File: src/rtl/ksa16_stream_stage_pkg.sv
// Shared definitions for the KSA16 streaming stage: operand/result widths,
// the FIFO result-entry layout and the Kogge-Stone prefix adder function.
package ksa16_stream_stage_pkg;

  localparam int KSA_W     = 16;
  localparam int KSA_RES_W = KSA_W + 1;
  localparam int KSA_LVLS  = $clog2(KSA_W);

  // One FIFO entry: carry-out above the sum, matching the {cout,sum} view.
  typedef struct packed {
    logic             cout;
    logic [KSA_W-1:0] sum;
  } ksa_res_t;

  // Kogge-Stone parallel-prefix add with carry-in tied to zero.
  // Level lv combines each (g,p) pair with the pair 2^lv bits below it.
  function automatic ksa_res_t ksa16_add(input logic [KSA_W-1:0] a,
                                         input logic [KSA_W-1:0] b);
    logic [KSA_W-1:0] x;
    logic [KSA_W-1:0] g;
    logic [KSA_W-1:0] p;
    logic [KSA_W-1:0] g_n;
    logic [KSA_W-1:0] p_n;
    ksa_res_t         res;
    x = a ^ b;
    g = a & b;
    p = x;
    for (int lv = 0; lv < KSA_LVLS; lv++) begin
      g_n = g;
      p_n = p;
      for (int i = 0; i < KSA_W; i++) begin
        if (i >= (1 << lv)) begin
          g_n[i] = g[i] | (p[i] & g[i - (1 << lv)]);
          p_n[i] = p[i] & p[i - (1 << lv)];
        end else begin
          g_n[i] = g[i];
          p_n[i] = p[i];
        end
      end
      g = g_n;
      p = p_n;
    end
    // g[i] is now the carry out of bit i; bit i sums with the carry from i-1.
    res.cout = g[KSA_W-1];
    res.sum  = x ^ {g[KSA_W-2:0], 1'b0};
    return res;
  endfunction

endpackage

File: src/rtl/ksa16_stream_stage_fifo.sv
// Synchronous result FIFO with a registered head entry. The head register
// keeps the last popped value while the FIFO is empty.
module ksa_result_fifo
  import ksa16_stream_stage_pkg::*;
#(
  parameter int DEPTH = 4
) (
  input  logic     clk,
  input  logic     rst,
  input  logic     push,
  input  ksa_res_t push_data,
  input  logic     pop,
  output logic     full,
  output logic     empty,
  output ksa_res_t head
);

  localparam int AW = $clog2(DEPTH);

  logic [AW:0] wr_ptr_r;
  logic [AW:0] rd_ptr_r;
  logic [AW:0] rd_ptr_nxt_s;
  logic [AW:0] occ_s;
  logic [AW:0] rem_s;
  logic        push_ok_s;
  logic        pop_ok_s;
  ksa_res_t    mem_r [DEPTH];
  ksa_res_t    head_r;
  ksa_res_t    head_nxt_s;

  assign empty     = (wr_ptr_r == rd_ptr_r);
  assign full      = (wr_ptr_r[AW] != rd_ptr_r[AW]) &&
                     (wr_ptr_r[AW-1:0] == rd_ptr_r[AW-1:0]);
  assign pop_ok_s  = pop & ~empty;
  assign push_ok_s = push & (~full | pop_ok_s);
  assign occ_s     = wr_ptr_r - rd_ptr_r;
  assign head      = head_r;

  // Next read pointer and the number of entries left once the pop is applied.
  always_comb begin
    rd_ptr_nxt_s = rd_ptr_r;
    rem_s        = occ_s;
    if (pop_ok_s) begin
      rd_ptr_nxt_s = rd_ptr_r + {{AW{1'b0}}, 1'b1};
      rem_s        = occ_s - {{AW{1'b0}}, 1'b1};
    end else begin
      rd_ptr_nxt_s = rd_ptr_r;
      rem_s        = occ_s;
    end
  end

  // Pick the head value visible after this edge: a stored entry, the entry
  // being pushed into an otherwise empty FIFO, or the held last value.
  always_comb begin
    head_nxt_s = head_r;
    if (rem_s != {(AW+1){1'b0}}) begin
      head_nxt_s = mem_r[rd_ptr_nxt_s[AW-1:0]];
    end else if (push_ok_s) begin
      head_nxt_s = push_data;
    end else begin
      head_nxt_s = head_r;
    end
  end

  // Pointer and head register update.
  always_ff @(posedge clk) begin
    if (rst) begin
      wr_ptr_r <= {(AW+1){1'b0}};
      rd_ptr_r <= {(AW+1){1'b0}};
      head_r   <= '0;
    end else begin
      if (push_ok_s) wr_ptr_r <= wr_ptr_r + {{AW{1'b0}}, 1'b1};
      rd_ptr_r <= rd_ptr_nxt_s;
      head_r   <= head_nxt_s;
    end
  end

  // Entry storage; contents are don't-care until the pointers cover them.
  always_ff @(posedge clk) begin
    if (push_ok_s) mem_r[wr_ptr_r[AW-1:0]] <= push_data;
  end

endmodule

File: src/rtl/ksa16_stream_stage_ksa.sv
// Combinational 16-bit Kogge-Stone adder (cin = 0) producing a {cout,sum} entry.
module ksa16
  import ksa16_stream_stage_pkg::*;
(
  input  logic [KSA_W-1:0] a,
  input  logic [KSA_W-1:0] b,
  output ksa_res_t         res
);

  assign res = ksa16_add(a, b);

endmodule

File: src/rtl/ksa16_stream_stage.sv
// Streaming wrapper around KSA16: operand register on a valid/ready input,
// result FIFO on a valid/ready output, and bring-up result/carry counters.
module ksa16_stream_stage
  import ksa16_stream_stage_pkg::*;
#(
  parameter int DEPTH = 4,
  parameter int CNT_W = 16
) (
`ifdef USE_POWER_PINS
  inout  wire               vdd,
  inout  wire               vss,
`endif
  input  logic              wb_clk_i,
  input  logic              wb_rst_i,
  input  logic              in_valid,
  output logic              in_ready,
  input  logic [KSA_W-1:0]  in_a,
  input  logic [KSA_W-1:0]  in_b,
  output logic              out_valid,
  input  logic              out_ready,
  output logic [KSA_W-1:0]  out_sum,
  output logic              out_cout,
  output logic [CNT_W-1:0]  result_cnt,
  output logic [CNT_W-1:0]  carry_cnt
);

  localparam logic [CNT_W-1:0] CNT_ONE = {{(CNT_W-1){1'b0}}, 1'b1};

  logic             op_valid_r;
  logic [KSA_W-1:0] op_a_r;
  logic [KSA_W-1:0] op_b_r;
  logic [CNT_W-1:0] result_cnt_r;
  logic [CNT_W-1:0] carry_cnt_r;
  logic             fifo_full_s;
  logic             fifo_empty_s;
  logic             pop_s;
  logic             fifo_can_push_s;
  logic             move_s;
  logic             accept_s;
  ksa_res_t         add_res_s;
  ksa_res_t         head_s;

  assign out_valid       = ~fifo_empty_s;
  assign pop_s           = out_valid & out_ready;
  // A full FIFO still takes a result when its head leaves on the same edge.
  assign fifo_can_push_s = ~fifo_full_s | pop_s;
  assign move_s          = op_valid_r & fifo_can_push_s;
  assign in_ready        = ~op_valid_r | fifo_can_push_s;
  assign accept_s        = in_valid & in_ready;
  assign out_sum         = head_s.sum;
  assign out_cout        = head_s.cout;
  assign result_cnt      = result_cnt_r;
  assign carry_cnt       = carry_cnt_r;

  // Adder sees only the registered operands, never the live inputs.
  ksa16 u_ksa16 (
    .a   (op_a_r),
    .b   (op_b_r),
    .res (add_res_s)
  );

  ksa_result_fifo #(
    .DEPTH (DEPTH)
  ) u_fifo (
    .clk       (wb_clk_i),
    .rst       (wb_rst_i),
    .push      (move_s),
    .push_data (add_res_s),
    .pop       (pop_s),
    .full      (fifo_full_s),
    .empty     (fifo_empty_s),
    .head      (head_s)
  );

  // Operand register: refills on the same edge its contents move to the FIFO.
  always_ff @(posedge wb_clk_i) begin
    if (wb_rst_i) begin
      op_valid_r <= 1'b0;
      op_a_r     <= {KSA_W{1'b0}};
      op_b_r     <= {KSA_W{1'b0}};
    end else if (accept_s) begin
      op_valid_r <= 1'b1;
      op_a_r     <= in_a;
      op_b_r     <= in_b;
    end else if (move_s) begin
      op_valid_r <= 1'b0;
    end
  end

  // Delivered-result and carry-out counters, advanced on each pop, wrapping.
  always_ff @(posedge wb_clk_i) begin
    if (wb_rst_i) begin
      result_cnt_r <= {CNT_W{1'b0}};
      carry_cnt_r  <= {CNT_W{1'b0}};
    end else if (pop_s) begin
      result_cnt_r <= result_cnt_r + CNT_ONE;
      if (head_s.cout) carry_cnt_r <= carry_cnt_r + CNT_ONE;
    end
  end

endmodule

File: config.mk
export PLATFORM = sky130hd
export DESIGN_NAME = ksa16_stream_stage
export DESIGN_NICKNAME = d
export VERILOG_FILES = /design/src/rtl/ksa16_stream_stage_pkg.sv /design/src/rtl/ksa16_stream_stage_fifo.sv /design/src/rtl/ksa16_stream_stage_ksa.sv /design/src/rtl/ksa16_stream_stage.sv
export SDC_FILE = /design/constraint.sdc
export NUM_CORES = 1
export LEC_CHECK = 0
export BUFFER_PORTS_ARGS = -buffer_cell sky130_fd_sc_hd__buf_2
export CORE_UTILIZATION = 53
export DETAILED_ROUTE_END_ITERATION = 8
export PLACE_DENSITY = 0.78
export REMOVE_ABC_BUFFERS = 1
export SYNTH_ARGS = -nofsm -noshare
export SYNTH_HDL_FRONTEND = slang
export SYNTH_SLANG_ARGS = --single-unit
export TNS_END_PERCENT = 10
File: constraint.sdc
create_clock -name wb_clk_i -period 3.2 [get_ports wb_clk_i]
set_input_delay 0.48 -clock wb_clk_i [delete_from_list [all_inputs] [get_ports wb_clk_i]]
set_output_delay 0.48 -clock wb_clk_i [all_outputs]
set_load 0.05 [all_outputs]
==> key figures <==
Run status
  – Status: complete, no violations

Synth
  – Post-synth EDFFs: 68
  – Synth top area cells: edfxtp_1 27%, dfxtp_1 24%, nand2_1 5.9%, mux2i_1 5.8%, ha_1 4.4%
  – Synth Instances: 707
  – Post-synthesis sequential area ratio: 50.9%
  – Syn Area/Cell: between 10 and 15 um^2
  – Yosys warns: 0
  – Area leader, netlist: edfxtp_1
  – Seq cells post-synth: approximately 160
  – Main synth FF type: dfxtp_1
  – Share of the synthesized area in the top cell type: between 20% and 30%
  – Asr flop ratio synth: 0%
  – Yosys cell types: 64
  – Post-Syn Area: roughly 0.0075 mm^2

Layout
  – Area of the multi-input gates: around 0.0035 mm^2
  – Fraction of layout cells with a size suffix above 1: 20.2%
  – # diodes: 0
  – Commonest non-fill, non-tap cells in the layout: 117 x nand2_1, 87 x dfxtp_1, 86 x buf_2, 68 x edfxtp_1, 62 x a21oi_1
  – Register area: 0.00380 mm^2
  – Commonest non-fill, non-tap cell in the layout: nand2_1
  – Fin nets: roughly 860
  – Filler cells: about 1100
  – Layout area overhead: 16.3%

Setup path
  – Critical Path AT: 3.40 ns
  – CP max stage cell: fa_1
  – Crit start category: flip-flop
  – CP Buf/Inv Count: 1
  – Crit path capture type: flip-flop
  – Critical-path cell list: inv_1 > ha_1 > fa_1 > ha_1 > or4bb_1 > mux2i_2 > a41oi_2 > or4_1 > o31ai_1
  – CP max FO: 9
  – Req. time, crit path: approximately 3.5 ns
  – R2R Path Start: u_fifo.wr_ptr_r[0]$_SDFFE_PP0P_
  – Slowest stage delay, CP: 0.51 ns
  – Top delay family on crit path: adder cells
  – CP Class: reg -> reg
  – Worst path most repeated cell: ha_1
  – CP startpoint: u_fifo.wr_ptr_r[0]$_SDFFE_PP0P_

Pwr
  – Overall Power: around 0.0057 W
  – Max IR drop VDD: roughly 0.41 mV
  – PD cells: between 600 and 700 mW/mm^2
  – Static Leak: 3.55 nW

Routing
  – DRC: 0
  – Post-Route WL: around 17 mm
  – Vias: approximately 5700
  – Post-DR wirelength/cell: around 17 um
  – Pre-antenna DRT Iters: 5
  – Drt initial violations: 313
  – Final ANT Viol Nets: 0
  – Via/cell ratio: about 5.7

STA
  – Final worst path period share: between 90 and 100%
  – Clock Skew: about 0.008 ns
  – FMAX: roughly 330 MHz
  – Relative slew slack: 51.7%
  – Final setup vio count: 0
  – Actual slew at the worst max-slew pin: between 0.7 and 0.8 ns
  – Slew Limit Fails: 0
  – RSZ-0062 raised after global routing: no
  – Fin crit period: 3.08 ns
  – TNS Setup: 0 ns
  – Final hold violations: 0

Clocking
  – Clock transition at path regs: ~0.06 ns
  – CTS root buf: clkbuf_16
  – CTS tree: yes
  – Clk sinks: 156
  – Post-CTS setup buffer count: 0
  – H-tree levels: 4
  – Num CTS Buffers: 17
  – Clk buf depth: 2
  – Clk_lat worst skew: 0.43 ns

GRT
  – Initial antenna violation count: 0
  – Largest net degree at the start of global routing: 53
  – Grt total ovfl: 0
  – First-pass GRT wire length: about 27 mm
  – Total GRT Usage: 24.3%
  – Vias in the first global route: about 5600

Flow run
  – MaxCap Viol Count: 0

Placed design
  – Port Buffers: 86
  – GP Congestion: about 0.87
  – DPL Wire Length: about 11 mm

Floorplanning
  – Die Wd: between 100 and 150 um
  – FP Rows: 43
  – Core Area: roughly 0.014 mm^2
  – Die area: ~0.015 mm^2
  – Ports: 87
  – Die H: about 120 um
  – Initial Utilization: a little over half

Min path
  – Hold Startpoint: in_b[3]
  – Worst hold path type: in -> reg
## area by class of cell
cell class	instances	share of cell area [%]
Sequential cell	156	43.7
Multi-Input combinational cell	504	39.8
Timing Repair Buffer	106	6.72
Clock buffer	25	5.71
Tap cell	180	2.59
Clock inverter	7	0.748
Inverter	15	0.647
## worst register-to-register path: cells and delay by family, from the launching register on
| family | cells | cell delay, ns |
|---|---|---|
| flops | 1 | 0.37 |
| fa+ha+maj | 3 | 1.05 |
| buf+inv | 1 | 0.10 |
| mux | 1 | 0.21 |
| compound gates | 2 | 0.25 |
| simple gates | 2 | 1.00 |
## cells by family after synthesis
group	count (synthesis)	share of synthesized area [%]
flops	156	50.9
fa+ha+maj	28	4.89
simple gates	233	13.9
compound gates	143	12.6
buf+inv	47	3.00
mux	57	9.02
xor+xnor	43	5.69
## path summary, 6_finish.rpt
check	end	slack, ns	depth (start not counted)
min reg2reg	op_a_r[12]$_SDFFE_PP0P_	0.46	2
max	u_fifo.head[2]$_SDFFE_PP0P_	0.12	9
max reg2reg	u_fifo.head[2]$_SDFFE_PP0P_	0.12	9
min	op_b_r[3]$_SDFFE_PP0P_	0.29	3
## sequential cells by signal (all words and copies together), names as in the netlist
register	count
u_fifo.mem_r	68
u_fifo.head	17
carry_cnt	16
op_a_r	16
op_b_r	16
result_cnt	16
u_fifo.rd_ptr_r	3
u_fifo.wr_ptr_r	3
op_valid_r	1
## metrics by stage
stage,cells,hold slack (ns),utilization [%],area (um^2),setup slack (ns)
final,993,0.290,62.9,8700,0.124
after global routing,993,0.289,62.9,8700,0.0158
after CTS,993,0.278,62.8,8690,0.00509
after detailed placement,961,0.453,58.8,8130,0.0322
after global placement,961,0.450,58.8,8130,0.151
after floorplan,675,0.434,-,7310,-0.265
## per-layer routing
| metal | routed length (um) | global-route usage, % |
|---|---|---|
| met4 | 345 | 10.0 |
| met3 | 806 | 5.38 |
| met5 | 0 | 0 |
| met1 | 7220 | 30.0 |
| met2 | 8400 | 41.1 |
## what timing repair did
action / 4_1_cts / 5_1_grt
gates resized for setup: 1 / 3
hold buffers: 0 / 0
setup endpoints to repair: 1 / 10
gates cloned: 0 / 0
pin swaps: 0 / 1
## cell usage after synthesis, types with 3 or more instances
| cell type | n |
|---|---|
| dfxtp_1 | 88 |
| mux4_2 | 4 |
| nand4_1 | 8 |
| nor2b_1 | 3 |
| a221oi_1 | 5 |
| nand2_1 | 117 |
| and3_1 | 8 |
| nor2_1 | 43 |
| mux2i_1 | 43 |
| mux2_2 | 5 |
| o21a_1 | 4 |
| o31ai_1 | 3 |
| and2_1 | 9 |
| buf_1 | 3 |
| buf_6 | 4 |
| o22ai_1 | 5 |
| a41o_1 | 4 |
| or3_1 | 10 |
| o21ai_0 | 18 |
| a31oi_1 | 4 |
| a211oi_1 | 9 |
| a21o_1 | 5 |
| a21oi_1 | 62 |
| xnor2_1 | 19 |
| inv_1 | 15 |
| clkbuf_1 | 15 |
| a31o_2 | 4 |
| o211ai_1 | 3 |
| nand3_1 | 16 |
| buf_2 | 8 |
| edfxtp_1 | 68 |
| nor3_1 | 11 |
| xor2_1 | 20 |
| mux2_4 | 3 |
| ha_1 | 26 |
## where the power goes
part / total, W / switching [W] / internal [W]
Sequential: 0.00234 / 0.0000974 / 0.00224
Clock: 0.00192 / 0.000771 / 0.00115
Combinational: 0.00146 / 0.000956 / 0.000507
Power figures use the tool's default switching activity.
